$ cat src/rtl/ddr_bw_pkg.sv
// Shared types and constants for the DDR bandwidth test controller.
package ddr_bw_pkg;

    typedef enum logic [2:0] {
        IDLE      = 3'd0,
        CHECK     = 3'd1,
        LAUNCH    = 3'd2,
        WAIT_IDLE = 3'd3,
        NEXT      = 3'd4,
        DONE      = 3'd5
    } state_t;

    localparam int BURST_LENGTH_DFLT = 7;
    localparam int BEATS_PER_BURST   = BURST_LENGTH_DFLT + 1;

    localparam int ERR_CFG     = 0;
    localparam int ERR_TIMEOUT = 1;

    function automatic int beats_per_burst(input int burst_length);
        return burst_length + 1;
    endfunction

endpackage

$ cat src/rtl/ddr_bw_pattern_gen.sv
// Counting-pattern AXIS source: beat index tagged with the pass number,
// tlast on the final beat of every burst. Arm loads a beat budget, flush drops it.
module ddr_bw_pattern_gen
    import ddr_bw_pkg::*;
#(
    parameter int DATA_WIDTH   = 64,
    parameter int BURST_LENGTH = BURST_LENGTH_DFLT,
    parameter int CNT_W        = 36
) (
    input  logic                  clk,
    input  logic                  rstn,
    input  logic                  arm_i,
    input  logic [CNT_W-1:0]      arm_beats_i,
    input  logic [15:0]           arm_pass_i,
    input  logic                  flush_i,
    output logic [DATA_WIDTH-1:0] tdata_o,
    output logic                  tvalid_o,
    input  logic                  tready_i,
    output logic                  tlast_o
);

    localparam int BW = DATA_WIDTH - 16;
    localparam int PW = $clog2(BURST_LENGTH + 2);
    localparam logic [PW-1:0] LAST_POS = PW'(BURST_LENGTH);

    logic [CNT_W-1:0] rem_q, rem_d;
    logic [BW-1:0]    beat_q, beat_d;
    logic [15:0]      tag_q, tag_d;
    logic [PW-1:0]    pos_q, pos_d;
    logic             fire;

    assign tvalid_o = (rem_q != '0);
    assign fire     = tvalid_o & tready_i;
    assign tdata_o  = {tag_q, beat_q};
    assign tlast_o  = tvalid_o && (pos_q == LAST_POS);

    always_comb begin
        rem_d  = rem_q;
        beat_d = beat_q;
        tag_d  = tag_q;
        pos_d  = pos_q;
        // Arm wins over flush so a pass can be discarded and re-armed in one step.
        if (arm_i) begin
            rem_d  = arm_beats_i;
            beat_d = '0;
            tag_d  = arm_pass_i;
            pos_d  = '0;
        end else if (flush_i) begin
            rem_d = '0;
        end else if (fire) begin
            rem_d  = rem_q - 1'b1;
            beat_d = beat_q + 1'b1;
            pos_d  = (pos_q == LAST_POS) ? '0 : pos_q + 1'b1;
        end
    end

    always_ff @(posedge clk or negedge rstn) begin
        if (!rstn) begin
            rem_q  <= '0;
            beat_q <= '0;
            tag_q  <= '0;
            pos_q  <= '0;
        end else begin
            rem_q  <= rem_d;
            beat_q <= beat_d;
            tag_q  <= tag_d;
            pos_q  <= pos_d;
        end
    end

endmodule

$ cat src/rtl/ddr_bw_test_ctrl.sv
// Sequencer for DDR bandwidth runs: NREP passes of NBURST bursts, stride per pass.
// Optional per-pass watchdog compiled in with DDR_BW_CTRL_TIMEOUT_EN.
module ddr_bw_test_ctrl
    import ddr_bw_pkg::*;
#(
    parameter int DATA_WIDTH     = 64,
    parameter int BURST_LENGTH   = BURST_LENGTH_DFLT,
    parameter int TIMEOUT_CYCLES = 1048576
) (
    input  logic                  clk,
    input  logic                  rstn,
    input  logic                  cfg_start,
    input  logic [31:0]           cfg_addr,
    input  logic [31:0]           cfg_nburst,
    input  logic [15:0]           cfg_nrep,
    input  logic [31:0]           cfg_stride,
    output logic                  sts_busy,
    output logic                  sts_done,
    output logic [1:0]            sts_err,
    output logic [31:0]           sts_cycles,
    output logic [15:0]           sts_pass,
    output logic                  mst_start,
    output logic [31:0]           mst_addr,
    output logic [31:0]           mst_nburst,
    input  logic                  mst_idle,
    output logic [DATA_WIDTH-1:0] m_axis_tdata,
    output logic                  m_axis_tvalid,
    input  logic                  m_axis_tready,
    output logic                  m_axis_tlast,
    output logic [2:0]            dbg_state_o
);

    localparam int BEATS = beats_per_burst(BURST_LENGTH);
    localparam int CNT_W = 32 + $clog2(BEATS + 1);

    state_t      state_q, state_d;
    logic [31:0] addr_q, addr_d;
    logic [31:0] nburst_q, nburst_d;
    logic [15:0] nrep_q, nrep_d;
    logic [31:0] stride_q, stride_d;
    logic [15:0] pass_q, pass_d;
    logic [31:0] cycles_q, cycles_d;
    logic        cfg_err_q, cfg_err_d;
    logic        arm, flush, tmo_hit;
    logic [CNT_W-1:0] arm_beats;

    assign sts_busy    = (state_q == CHECK) || (state_q == LAUNCH) ||
                         (state_q == WAIT_IDLE) || (state_q == NEXT);
    assign sts_done    = (state_q == DONE);
    assign mst_start   = (state_q == LAUNCH);
    assign sts_cycles  = cycles_q;
    assign sts_pass    = pass_q;
    assign mst_addr    = addr_q;
    assign mst_nburst  = nburst_q;
    assign dbg_state_o = state_q;
    assign arm_beats   = CNT_W'(nburst_d) * CNT_W'(BEATS);

    always_comb begin
        state_d   = state_q;
        addr_d    = addr_q;
        nburst_d  = nburst_q;
        nrep_d    = nrep_q;
        stride_d  = stride_q;
        pass_d    = pass_q;
        cycles_d  = cycles_q;
        cfg_err_d = cfg_err_q;
        arm       = 1'b0;
        flush     = 1'b0;
        if ((state_q == LAUNCH || state_q == WAIT_IDLE || state_q == NEXT) &&
            cycles_q != 32'hFFFF_FFFF)
            cycles_d = cycles_q + 32'd1;
        case (state_q)
            IDLE: if (cfg_start) state_d = CHECK;
            CHECK: begin
                nrep_d    = cfg_nrep;
                stride_d  = cfg_stride;
                pass_d    = '0;
                cycles_d  = '0;
                cfg_err_d = 1'b0;
                if (cfg_nburst == '0 || cfg_nrep == '0) begin
                    cfg_err_d = 1'b1;
                    state_d   = DONE;
                end else begin
                    addr_d   = cfg_addr;
                    nburst_d = cfg_nburst;
                    arm      = 1'b1;
                    state_d  = LAUNCH;
                end
            end
            LAUNCH:    if (!mst_idle) state_d = WAIT_IDLE;
            // Idle must be seen low first, so a master still finishing cannot fake completion.
            WAIT_IDLE: if (mst_idle) state_d = NEXT;
            NEXT: begin
                pass_d = pass_q + 16'd1;
                flush  = 1'b1;
                if (pass_d == nrep_q) begin
                    state_d = DONE;
                end else begin
                    addr_d  = addr_q + stride_q;
                    arm     = 1'b1;
                    state_d = LAUNCH;
                end
            end
            DONE:    if (!cfg_start) state_d = IDLE;
            default: state_d = IDLE;
        endcase
        if (tmo_hit) begin
            flush   = 1'b1;
            state_d = DONE;
        end
    end

    always_ff @(posedge clk or negedge rstn) begin
        if (!rstn) begin
            state_q   <= IDLE;
            addr_q    <= '0;
            nburst_q  <= '0;
            nrep_q    <= '0;
            stride_q  <= '0;
            pass_q    <= '0;
            cycles_q  <= '0;
            cfg_err_q <= 1'b0;
        end else begin
            state_q   <= state_d;
            addr_q    <= addr_d;
            nburst_q  <= nburst_d;
            nrep_q    <= nrep_d;
            stride_q  <= stride_d;
            pass_q    <= pass_d;
            cycles_q  <= cycles_d;
            cfg_err_q <= cfg_err_d;
        end
    end

`ifdef DDR_BW_CTRL_TIMEOUT_EN
    localparam logic [31:0] TMO_LAST = 32'(TIMEOUT_CYCLES - 1);

    logic [31:0] tmo_q, tmo_d;
    logic        tmo_err_q, tmo_err_d;

    always_comb begin
        tmo_d     = '0;
        tmo_err_d = tmo_err_q;
        tmo_hit   = 1'b0;
        if (state_q == CHECK) tmo_err_d = 1'b0;
        if (state_q == LAUNCH || state_q == WAIT_IDLE) begin
            tmo_d = tmo_q + 32'd1;
            if (tmo_q == TMO_LAST) begin
                tmo_hit   = 1'b1;
                tmo_err_d = 1'b1;
            end
        end
    end

    always_ff @(posedge clk or negedge rstn) begin
        if (!rstn) begin
            tmo_q     <= '0;
            tmo_err_q <= 1'b0;
        end else begin
            tmo_q     <= tmo_d;
            tmo_err_q <= tmo_err_d;
        end
    end

    assign sts_err = {tmo_err_q, cfg_err_q};
`else
    // Watchdog not built: the limit is irrelevant and this folds to constant 0.
    assign tmo_hit = (TIMEOUT_CYCLES < 0);
    assign sts_err = {1'b0, cfg_err_q};
`endif

    ddr_bw_pattern_gen #(
        .DATA_WIDTH  (DATA_WIDTH),
        .BURST_LENGTH(BURST_LENGTH),
        .CNT_W       (CNT_W)
    ) u_pattern_gen (
        .clk        (clk),
        .rstn       (rstn),
        .arm_i      (arm),
        .arm_beats_i(arm_beats),
        .arm_pass_i (pass_d),
        .flush_i    (flush),
        .tdata_o    (m_axis_tdata),
        .tvalid_o   (m_axis_tvalid),
        .tready_i   (m_axis_tready),
        .tlast_o    (m_axis_tlast)
    );

endmodule
$ cat config.mk
export PLATFORM = sky130hd
export DESIGN_NAME = ddr_bw_test_ctrl
export DESIGN_NICKNAME = d
export VERILOG_FILES = /design/src/rtl/ddr_bw_pkg.sv /design/src/rtl/ddr_bw_pattern_gen.sv /design/src/rtl/ddr_bw_test_ctrl.sv
export SDC_FILE = /design/constraint.sdc
export NUM_CORES = 1
export LEC_CHECK = 0
export CAP_MARGIN = 20
export CELL_PAD_IN_SITES_DETAIL_PLACEMENT = 1
export CELL_PAD_IN_SITES_GLOBAL_PLACEMENT = 1
export CORE_UTILIZATION = 42
export CTS_CLUSTER_SIZE = 24
export DETAILED_ROUTE_END_ITERATION = 6
export PLACE_DENSITY = 0.83
export SLEW_MARGIN = 15
export SYNTH_ARGS = -nofsm -noshare
export SYNTH_HDL_FRONTEND = slang
export SYNTH_SLANG_ARGS = --single-unit
$ cat constraint.sdc
create_clock -name clk -period 7.82 [get_ports clk]
set_input_delay 0.782 -clock clk [delete_from_list [all_inputs] [get_ports clk]]
set_output_delay 0.782 -clock clk [all_outputs]
set_load 0.01 [all_outputs]
Word level (Yosys, flattened, before mapping)
Index checks and enable logic that the tools add are counted.

word-level totals
  input bits = 117
  register bits = 268
  word-level logic and storage cells = 83
  output and inout port bits = 186

operators by class
  bitwise logic cells = 1
  eq/ne operators = 15
  reductions and logical operators = 19
  add/sub/neg operators = 6
  muxes and demuxes = 30

operators with widths
  operator                                                               number
  32-bit 2-to-1 mux                                                      6
  48-bit 2-to-1 mux                                                      3
  36-bit 2-to-1 mux                                                      3
  32-bit case mux with 2 select lines                                    1
  48-bit by 1-bit adder with 48-bit output, second input constant        1
  36-bit nonzero test                                                    1
  36-bit by 1-bit subtractor with 36-bit output, second input constant   1
  32-bit by 1-bit adder with 32-bit output, second input constant        1
  32-bit adder                                                           1
  32-bit zero test                                                       1
  32-bit inequality test, second input constant                          1
  16-bit case mux with 2 select lines                                    1
  3-bit 2-to-1 mux                                                       6
  3-bit case mux with 6 select lines                                     1
  16-bit by 1-bit adder with 16-bit output, second input constant        1
  16-bit equality test                                                   1
  16-bit zero test                                                       1
  4-bit 2-to-1 mux                                                       4
  2-bit inequality test, second input constant                           7
  3-bit by 2-bit equality test with 1-bit output, second input constant  2
  3-bit equality test, second input constant                             2
  1-bit logical OR                                                       6
  2-bit nonzero test                                                     3
  4-bit by 1-bit adder with 4-bit output, second input constant          1
  other kinds (11)                                                       15

Logic depth before layout (Yosys ltp)
Gate-level depths: netlist of run 1.

  depth after elaboration = 6
  depth in mapped cells = 13
  mapped depth without buffers = 12

Cells and area by module
Synthesis of run 1 repeated with hierarchy kept, for this count alone.

second synthesis, totals
  cell total of the unflattened synthesis = 1617
  area, all modules = 14786.7 µm²

modules (own cells, without submodules)
  module              seq. area each (µm²)  cells each  times used  area an instance (µm²)
  ddr_bw_test_ctrl    4103.9                1036        1           9306.4
  ddr_bw_pattern_gen  2602.5                581         1           5480.3

Worst setup path before layout of run 1
Ideal clock, no wire load.

  path type = input -> register
  from = input port cfg_nburst[25]
  to = register u_pattern_gen.rem_q[14]
  stages on the path = 8
  data required time = 7.700 ns
  arrival = 2.714 ns
  setup slack = 4.986 ns
  buffers on the path = 2
  cell sequence = nor4_1 -> nand4_1 -> o21ai_0 -> or2_2 -> clkbuf_1 -> clkbuf_1 -> mux2_2 -> a31o_2

between the ends
  word-level cells in the longest chain between the ends = 5
  elaborated cells on any way between the ends = 8

ends and longest elaborated chain
  what                  RTL line                  source
  start, declared       ddr_bw_test_ctrl.sv:14    input logic [31:0] cfg_nburst,
  32-bit zero test      ddr_bw_test_ctrl.sv:80    if (cfg_nburst == '0 || cfg_nrep == '0) begin
  1-bit logical OR      ddr_bw_test_ctrl.sv:80
  32-bit 2-to-1 mux     ddr_bw_test_ctrl.sv:80
  32-bit 2-to-1 mux     ddr_bw_test_ctrl.sv:72    case (state_q)
  net arm_beats[14]     ddr_bw_test_ctrl.sv:45    logic [CNT_W-1:0] arm_beats;
  36-bit 2-to-1 mux     ddr_bw_pattern_gen.sv:43  if (arm_i) begin
  end signal, assigned  ddr_bw_pattern_gen.sv:64  rem_q <= rem_d;
  end, declared         ddr_bw_pattern_gen.sv:26  logic [CNT_W-1:0] rem_q, rem_d;

The timed path passes the listed nets, and every way through them passes these cells.
A chain may end at the register's enable or synchronous reset.

Final worst setup path of run 1
  from = register state_q[0], in the netlist dbg_state_o[0]
  to = register addr_q[9], in the netlist mst_addr[9]

between the ends
  word-level cells in the longest chain between the ends = 3
  elaborated cells on any way between the ends = 7

ends and longest elaborated chain
  what                                                                                   RTL line                 source
  start, declared                                                                        ddr_bw_test_ctrl.sv:36   state_t state_q, state_d;
  start signal, assigned                                                                 ddr_bw_test_ctrl.sv:124  state_q <= state_d;
  3-bit equality test or 3-bit by 1-bit equality test with 1-bit output (tied branches)  ddr_bw_test_ctrl.sv:72
  2-bit inequality test (no line) or 2-bit nonzero test (tied branches)                  n/a
  3-bit AND reduction (no line)                                                          n/a
  end signal, assigned                                                                   ddr_bw_test_ctrl.sv:125  addr_q <= addr_d;
  end, declared                                                                          ddr_bw_test_ctrl.sv:37   logic [31:0] addr_q, addr_d;

Several ways; a longest one is shown, not always the timed one.

==> flow_metrics.env, run 1 <==
export IMPL_status="finished clean"
export IMPL_antenna_found_initial=1
export IMPL_ys_ff_latch=268
export IMPL_synth_flop_cell="dfrtp_1"
export IMPL_avgSynthCellArea_um2=8.87
export IMPL_power_frac_comb_pct=47.3
export IMPL_holdBufCountCts=0
export IMPL_fin_area_um2=18900
export IMPL_yosys_area_top_type="dfrtp_1"
export IMPL_cts_reportedPaths_clkPinSlew_ns=0.06
export IMPL_hold_class="primary input to asynchronous set/reset pin"
export IMPL_path_cells="inv_1 > or3_2 > or2_2 > and2_1 > nor2_4 > buf_4 > o211ai_1 > o21a_1"
export IMPL_max_freq_mhz=205
export IMPL_grt_pass1_vias=14200
export IMPL_die_h_um=188
export IMPL_drt_pass1_iterations=4
export IMPL_synth_cells=1636
export IMPL_cts_resized=0
export IMPL_cts_buffer_depth=3
export IMPL_final_min_clock_period_ns=4.89
export IMPL_clock_sinks=268
export IMPL_synth_fp_nets=1791
export IMPL_yosys_top_cells_area="dfrtp_1 (46%), nand2_1 (8.5%), xnor2_1 (4.8%)"
export IMPL_synth_area_um2=14500
export IMPL_p_int_mw=4.11
export IMPL_start_util_pct=42.9
export IMPL_route_detailed_drc=0
export IMPL_wl_um=48200
export IMPL_ys_seq_area_share_pct=46.2
export IMPL_maxSlewViolCount=0
export IMPL_tns_ns=0
export IMPL_h_tree_depth=1
export IMPL_layout_drive_gt1_share_pct=6.02
export IMPL_grt_overflow=0
export IMPL_synth_edf_count=0
export IMPL_place_area_um2=17900
export IMPL_p_total_mw=6.92
export IMPL_power_density_nw_per_um2=366
export IMPL_synth_top_cell_area_share_pct=46.2
export IMPL_rsz0062_at_grt="no"
export IMPL_irDropWorstVdd_uv=273
export IMPL_die_w_um=188
export IMPL_gp_congestion=0.884
export IMPL_period_share_pct=62.5
export IMPL_crit_required_ns=8.26
export IMPL_routedWlPerCell_um=20.3
export IMPL_critPathKind="register to register"
export IMPL_grt_first_pass_wirelength_um=77500
export IMPL_fin_nets=2061
export IMPL_switching_share_pct=40.6
export IMPL_vias=13300
export IMPL_port_buffers=301
export IMPL_track_usage_pct=27.3
export IMPL_vias_per_cell=5.61
export IMPL_crit_family="simple AND/OR/NAND/NOR gates"
export IMPL_pwr_share_clk_pct=20.8
export IMPL_cts_buffers=30
export IMPL_critPathCaptureType="register"
export IMPL_rrSetupSlack_ns=2.93
export IMPL_p_leak_nw=8.10
export IMPL_grt_max_degree=183
export IMPL_rr_worst_depth=8
export IMPL_drtIter0Drc=618
export IMPL_timing_rr_end="mst_addr[9]$_DFFE_PN0P_"
export IMPL_post_dp_hpwl_um=34000
export IMPL_synthDistinctLibCells=72
export IMPL_root_buffer="clkbuf_16"
export IMPL_power_switching_mw=2.81
export IMPL_antenna_left=0
export IMPL_crit_path_max_incr_delay_ns=0.96
export IMPL_finalWorstSetupSlack_ns=2.93
export IMPL_r2r_start="dbg_state_o[0]$_DFFE_PN0P_"
export IMPL_critPathSlowestCell="or3_2"
export IMPL_dp_slack_ns=2.94
export IMPL_pin_count=303
export IMPL_worstSetupStartpointType="register"
export IMPL_cp_num_buf_inv=2
export IMPL_area_delta_synth_final_pct=30.2
export IMPL_yosys_top_cells_count="nand2_1 (330), dfrtp_1 (268), nor2_1 (156)"
export IMPL_cts_tree="yes"
export IMPL_dieArea_um2=35300
export IMPL_yosysMostFrequentCell="nand2_1"
export IMPL_post_cts_buffers=0
export IMPL_pwr_share_seq_pct=31.8
export IMPL_fin_skew_ns=0.0247
export IMPL_async_flop_share_pct=100
export IMPL_fp_row_count=67
export IMPL_clock_latency_ns=0.57
export IMPL_yosys_warnings=0
export IMPL_setup_viol_count_final=0
export IMPL_core_area_um2=33800
export IMPL_hold_viol=0
export IMPL_max_cap_violations=0
export IMPL_relSlewSlack_pct=23.5
export IMPL_crit_arrival_ns=5.33
export IMPL_crit_fanout=76
export IMPL_tightest_slew_ns=1.15
-- cell usage in the layout, fill, tap and decap left out, types with 5 or more instances in the layout --
cell type / Yosys / routed
nand2_1: 330 / 329
clkdlybuf4s50_1: 0 / 300
dfrtp_1: 268 / 268
nor2_1: 156 / 155
o21ai_0: 100 / 100
a21oi_1: 86 / 86
xnor2_1: 79 / 79
nand3_1: 60 / 60
xor2_1: 51 / 51
ha_1: 37 / 37
inv_1: 34 / 34
and3_1: 31 / 31
clkbuf_16: 0 / 31
nor3_1: 29 / 28
mux2_2: 27 / 27
or3_1: 28 / 27
nand4_1: 25 / 25
a31oi_1: 24 / 24
a21o_1: 20 / 20
nor4_1: 19 / 19
and2_1: 14 / 14
and4_1: 13 / 13
o21a_1: 12 / 12
nor2b_1: 9 / 9
a211oi_1: 9 / 9
a31o_2: 8 / 8
nand2b_1: 7 / 7
mux2i_1: 7 / 7
o211ai_1: 7 / 7
clkinv_2: 0 / 7
buf_4: 5 / 7
o31ai_1: 6 / 6
or2_2: 5 / 5
nor3b_1: 5 / 5
clkbuf_1: 45 / 5
-- registers in the layout, indices dropped and copies added (netlist names), 32 cells and up --
name / flops
stride_q: 32
u_pattern_gen.rem_q: 36
sts_cycles: 32
mst_nburst: 32
u_pattern_gen.beat_q: 48
mst_addr: 32
-- worst max-delay path by stage --
stage,startpoint,to,slack (ns),cells after the start
after floorplan,cfg_nburst[25],u_pattern_gen.rem_q[14]$_DFFE_PN0P_,4.99,8
after detailed placement,cfg_nrep[10],mst_addr[9]$_DFFE_PN0P_,2.94,10
after global routing,dbg_state_o[0]$_DFFE_PN0P_,mst_addr[9]$_DFFE_PN0P_,2.55,8
after CTS,dbg_state_o[0]$_DFFE_PN0P_,mst_addr[9]$_DFFE_PN0P_,2.85,8
final,dbg_state_o[0]$_DFFE_PN0P_,mst_addr[9]$_DFFE_PN0P_,2.93,8
after global placement,cfg_nrep[6],mst_addr[9]$_DFFE_PN0P_,3.04,10
-- through the flow --
step                      std cells  hold WS (ns)  util, %
after detailed placement       2321         0.467     52.9
final                          2377         0.193     55.9
after global placement         2320         0.458     52.9
after CTS                      2375         0.231     55.9
after floorplan                1636         0.450        -
after global routing           2377         0.259     55.9
-- per-layer routing --
| metal | track usage [%] | up-vias | wire (um) |
|---|---|---|---|
| met3 | 4.77 | 81 | 2550 |
| met2 | 46.7 | 340 | 23400 |
| met1 | 35.2 | 6706 | 20900 |
| met4 | 7.97 | 0 | 1370 |
| met5 | 0 | - | 0 |
| li1 | - | 6210 | - |
-- cell type report --
| cell class | instances | area (um^2) |
|---|---|---|
| Antenna cell | 1 | 2.50 |
| Clock buffer | 39 | 836 |
| Clock inverter | 15 | 164 |
| Fill cell | 3864 | 14900 |
| Inverter | 34 | 128 |
| Multi-Input combinational cell | 1262 | 7380 |
| Sequential cell | 268 | 6710 |
| Tap cell | 448 | 561 |
| Timing Repair Buffer | 310 | 3110 |
-- kinds of logic after synthesis --
kind of cell	count (synthesis)	synth area share, %
buf+inv	106	3.05
other cells	1	0.0259
compound gates	309	13.0
xor+xnor	131	7.96
simple gates	749	23.8
flops	268	46.2
mux	34	2.58
fa+ha+maj	38	3.33
-- power groups by stage --
stage | registers (mW) | logic [mW] | clock network [mW]
final | 2.20 | 3.28 | 1.44
after global routing | 2.25 | 3.61 | 1.53
after CTS | 2.20 | 3.29 | 1.47
after detailed placement | 2.21 | 3.24 | 0
after global placement | 2.19 | 3.12 | 0
after floorplan | 2.19 | 2.06 | 0
Power figures use the tool's default switching activity.
==> run 2, diff against run 1 <==
- CORE_UTILIZATION: 42 -> 35
- PLACE_DENSITY: 0.83 -> 0.74
- clock period: 7.82 -> 4.2 ns (I/O delays scaled with it)
==> run 2 against run 1 <==
Effect of this change: largest cell class unchanged; routed wire length about the same; highest routed layer is now met5; worst setup slack got worse by 2.4 ns; critical endpoint is now m_axis_tlast; sequential share of layout area decreased by 0.70 points.
==> flow_metrics.env, run 2 (synthesized netlist as in run 1, its figures left out) <==
export IMPL_status="finished clean"
export IMPL_p_int_mw=7.99
export IMPL_fin_util_pct=47.2
export IMPL_crit_required_ns=3.78
export IMPL_hold_class="primary input to asynchronous set/reset pin"
export IMPL_crit_path_max_incr_delay_ns=0.63
export IMPL_power_switching_mw=5.25
export IMPL_path_cells="or4_1 > nor3_1 > and2_1 > nand2_1 > and2_1 > clkdlybuf4s50_1"
export IMPL_finalWorstSetupSlack_ns=0.572
export IMPL_cts_buffer_depth=3
export IMPL_max_freq_mhz=276
export IMPL_grt_overflow=0
export IMPL_fin_skew_ns=0.0162
export IMPL_die_w_um=206
export IMPL_h_tree_depth=2
export IMPL_rsz0062_at_grt="no"
export IMPL_place_area_um2=18100
export IMPL_layout_drive_gt1_share_pct=6.78
export IMPL_p_total_mw=13.2
export IMPL_critPathMostFrequentCell="and2_1"
export IMPL_dp_cells=2416
export IMPL_tightest_slew_ns=0.915
export IMPL_instances_no_fill=2481
export IMPL_antenna_left=0
export IMPL_grt_first_pass_wirelength_um=76500
export IMPL_clock_sinks=268
export IMPL_grt_pass1_vias=13900
export IMPL_maxSlewViolCount=0
export IMPL_hold_ws_ns=0.294
export IMPL_period_share_pct=86.4
export IMPL_pwr_share_clk_pct=23.0
export IMPL_crit_fanout=5
export IMPL_max_cap_violations=0
export IMPL_largest_register="u_pattern_gen.beat_q"
export IMPL_fin_area_um2=19300
export IMPL_switching_share_pct=39.7
export IMPL_drtIter0Drc=667
export IMPL_area_delta_synth_final_pct=32.8
export IMPL_power_frac_comb_pct=46.3
export IMPL_crit_arrival_ns=3.21
export IMPL_root_buffer="clkbuf_16"
export IMPL_dieArea_um2=42300
export IMPL_port_buffers=301
export IMPL_relSlewSlack_pct=37.4
export IMPL_dp_slack_ns=0.681
export IMPL_critPathCaptureType="output pin"
export IMPL_irDropWorstVdd_uv=318
export IMPL_routedWlPerCell_um=19.4
export IMPL_fillers=4726
export IMPL_drt_pass1_iterations=6
export IMPL_p_leak_nw=8.25
export IMPL_cts_tree="yes"
export IMPL_critPathKind="register to output pin"
export IMPL_critPathSlowestCell="or4_1"
export IMPL_vias_per_cell=5.29
export IMPL_hold_viol=0
export IMPL_wl_um=48200
export IMPL_mostFrequentLayoutCell="nand2_1"
export IMPL_start_util_pct=35.5
export IMPL_pwr_share_seq_pct=30.7
export IMPL_track_usage_pct=23.1
export IMPL_die_h_um=206
export IMPL_antenna_found_initial=2
export IMPL_cts_buffers=35
export IMPL_fin_nets=2078
export IMPL_largest_reg_flops=48
export IMPL_vias=13100
export IMPL_final_min_clock_period_ns=3.63
export IMPL_tns_ns=0
export IMPL_fp_row_count=74
export IMPL_gp_congestion=0.871
export IMPL_top_regs="u_pattern_gen.beat_q: 48 flops, u_pattern_gen.rem_q: 36 flops"
export IMPL_cts_reportedPaths_clkPinSlew_ns=0.06
export IMPL_post_dp_hpwl_um=34900
export IMPL_route_detailed_drc=0
export IMPL_core_area_um2=40800
export IMPL_clock_latency_ns=0.53
export IMPL_grt_max_degree=144
export IMPL_mostFrequentLayoutCells="nand2_1 (329), clkdlybuf4s50_1 (300), dfrtp_1 (268)"
export IMPL_worstSetupStartpointType="register"
export IMPL_setup_viol_count_final=0
export IMPL_power_density_nw_per_um2=687
export IMPL_pin_count=303
run 2: cell count changes in the layout (fill, tap and decap cells not counted):
cell	before	now
dlygate4sd3_1	0	1
clkbuf_1	5	8
clkbuf_8	3	8
clkinvlp_4	4	1
clkbuf_16	31	37
buf_4	7	17
buf_12	2	3
clkinv_2	7	4
inv_6	0	1
bufinv_16	3	2
run 2: worst paths after layout:
kind / end / start / slack, ns / depth (start not counted)
max in group asynchronous: mst_addr[6]$_DFFE_PN0P_ / rstn / 2.81 / 3
max: m_axis_tlast / u_pattern_gen.rem_q[10]$_DFFE_PN0P_ / 0.57 / 6
max reg2reg: u_pattern_gen.rem_q[10]$_DFFE_PN0P_ / sts_pass[0]$_DFF_PN0_ / 0.75 / 10
min: mst_nburst[7]$_DFF_PN0_ / rstn / 0.29 / 2
min in group clk: stride_q[14]$_DFFE_PN0P_ / cfg_stride[14] / 0.42 / 3
min reg2reg: u_pattern_gen.tag_q[14]$_DFFE_PN0N_ / u_pattern_gen.tag_q[14]$_DFFE_PN0N_ / 0.47 / 2
run 2: power by group through the flow:
stage          clock network [mW]  logic, mW  registers (mW)
3_5_place_dp                    0       6.11            4.10
2_1_floorplan                   0       3.84            4.07
4_1_cts                      3.13       6.18            4.07
5_1_grt                      3.22       6.78            4.17
6_report                     3.05       6.12            4.07
3_3_place_gp                    0       5.95            4.07
run 2: what timing repair did:
| item | 4_1_cts | 5_1_grt |
|---|---|---|
| setup endpoints to repair | 0 | 0 |
| setup buffers | 0 | 0 |
| hold buffers | 1 | 0 |
| resized for setup | 0 | 0 |
| endpoints found under the hold margin | 10 | 0 |
run 2: metal layers:
layer  track usage, %  part of all wire (%)
met1             29.9                    45
met2             38.0                    47
met3             5.02                   5.4
met4             7.41                   2.5
met5                0                 0.027
run 2: area by class of cell:
cell class / instances / area (um^2) / share of cell area, %
antenna: 1 / 2.50 / 0.0130
clock buffer: 53 / 1070 / 5.53
clock inverter: 9 / 105 / 0.545
inverter: 34 / 128 / 0.662
multi-input combinational: 1262 / 7380 / 38.3
sequential: 268 / 6710 / 34.8
tap: 532 / 666 / 3.45
timing repair buffer: 322 / 3220 / 16.7
run 2: worst max-delay path: cells and delay by family (launching register included):
| kind | cells | cell delay, ns |
|---|---|---|
| AND/OR/NAND/NOR | 5 | 1.78 |
| buffers and inverters | 1 | 0.52 |
| flip-flops | 1 | 0.40 |
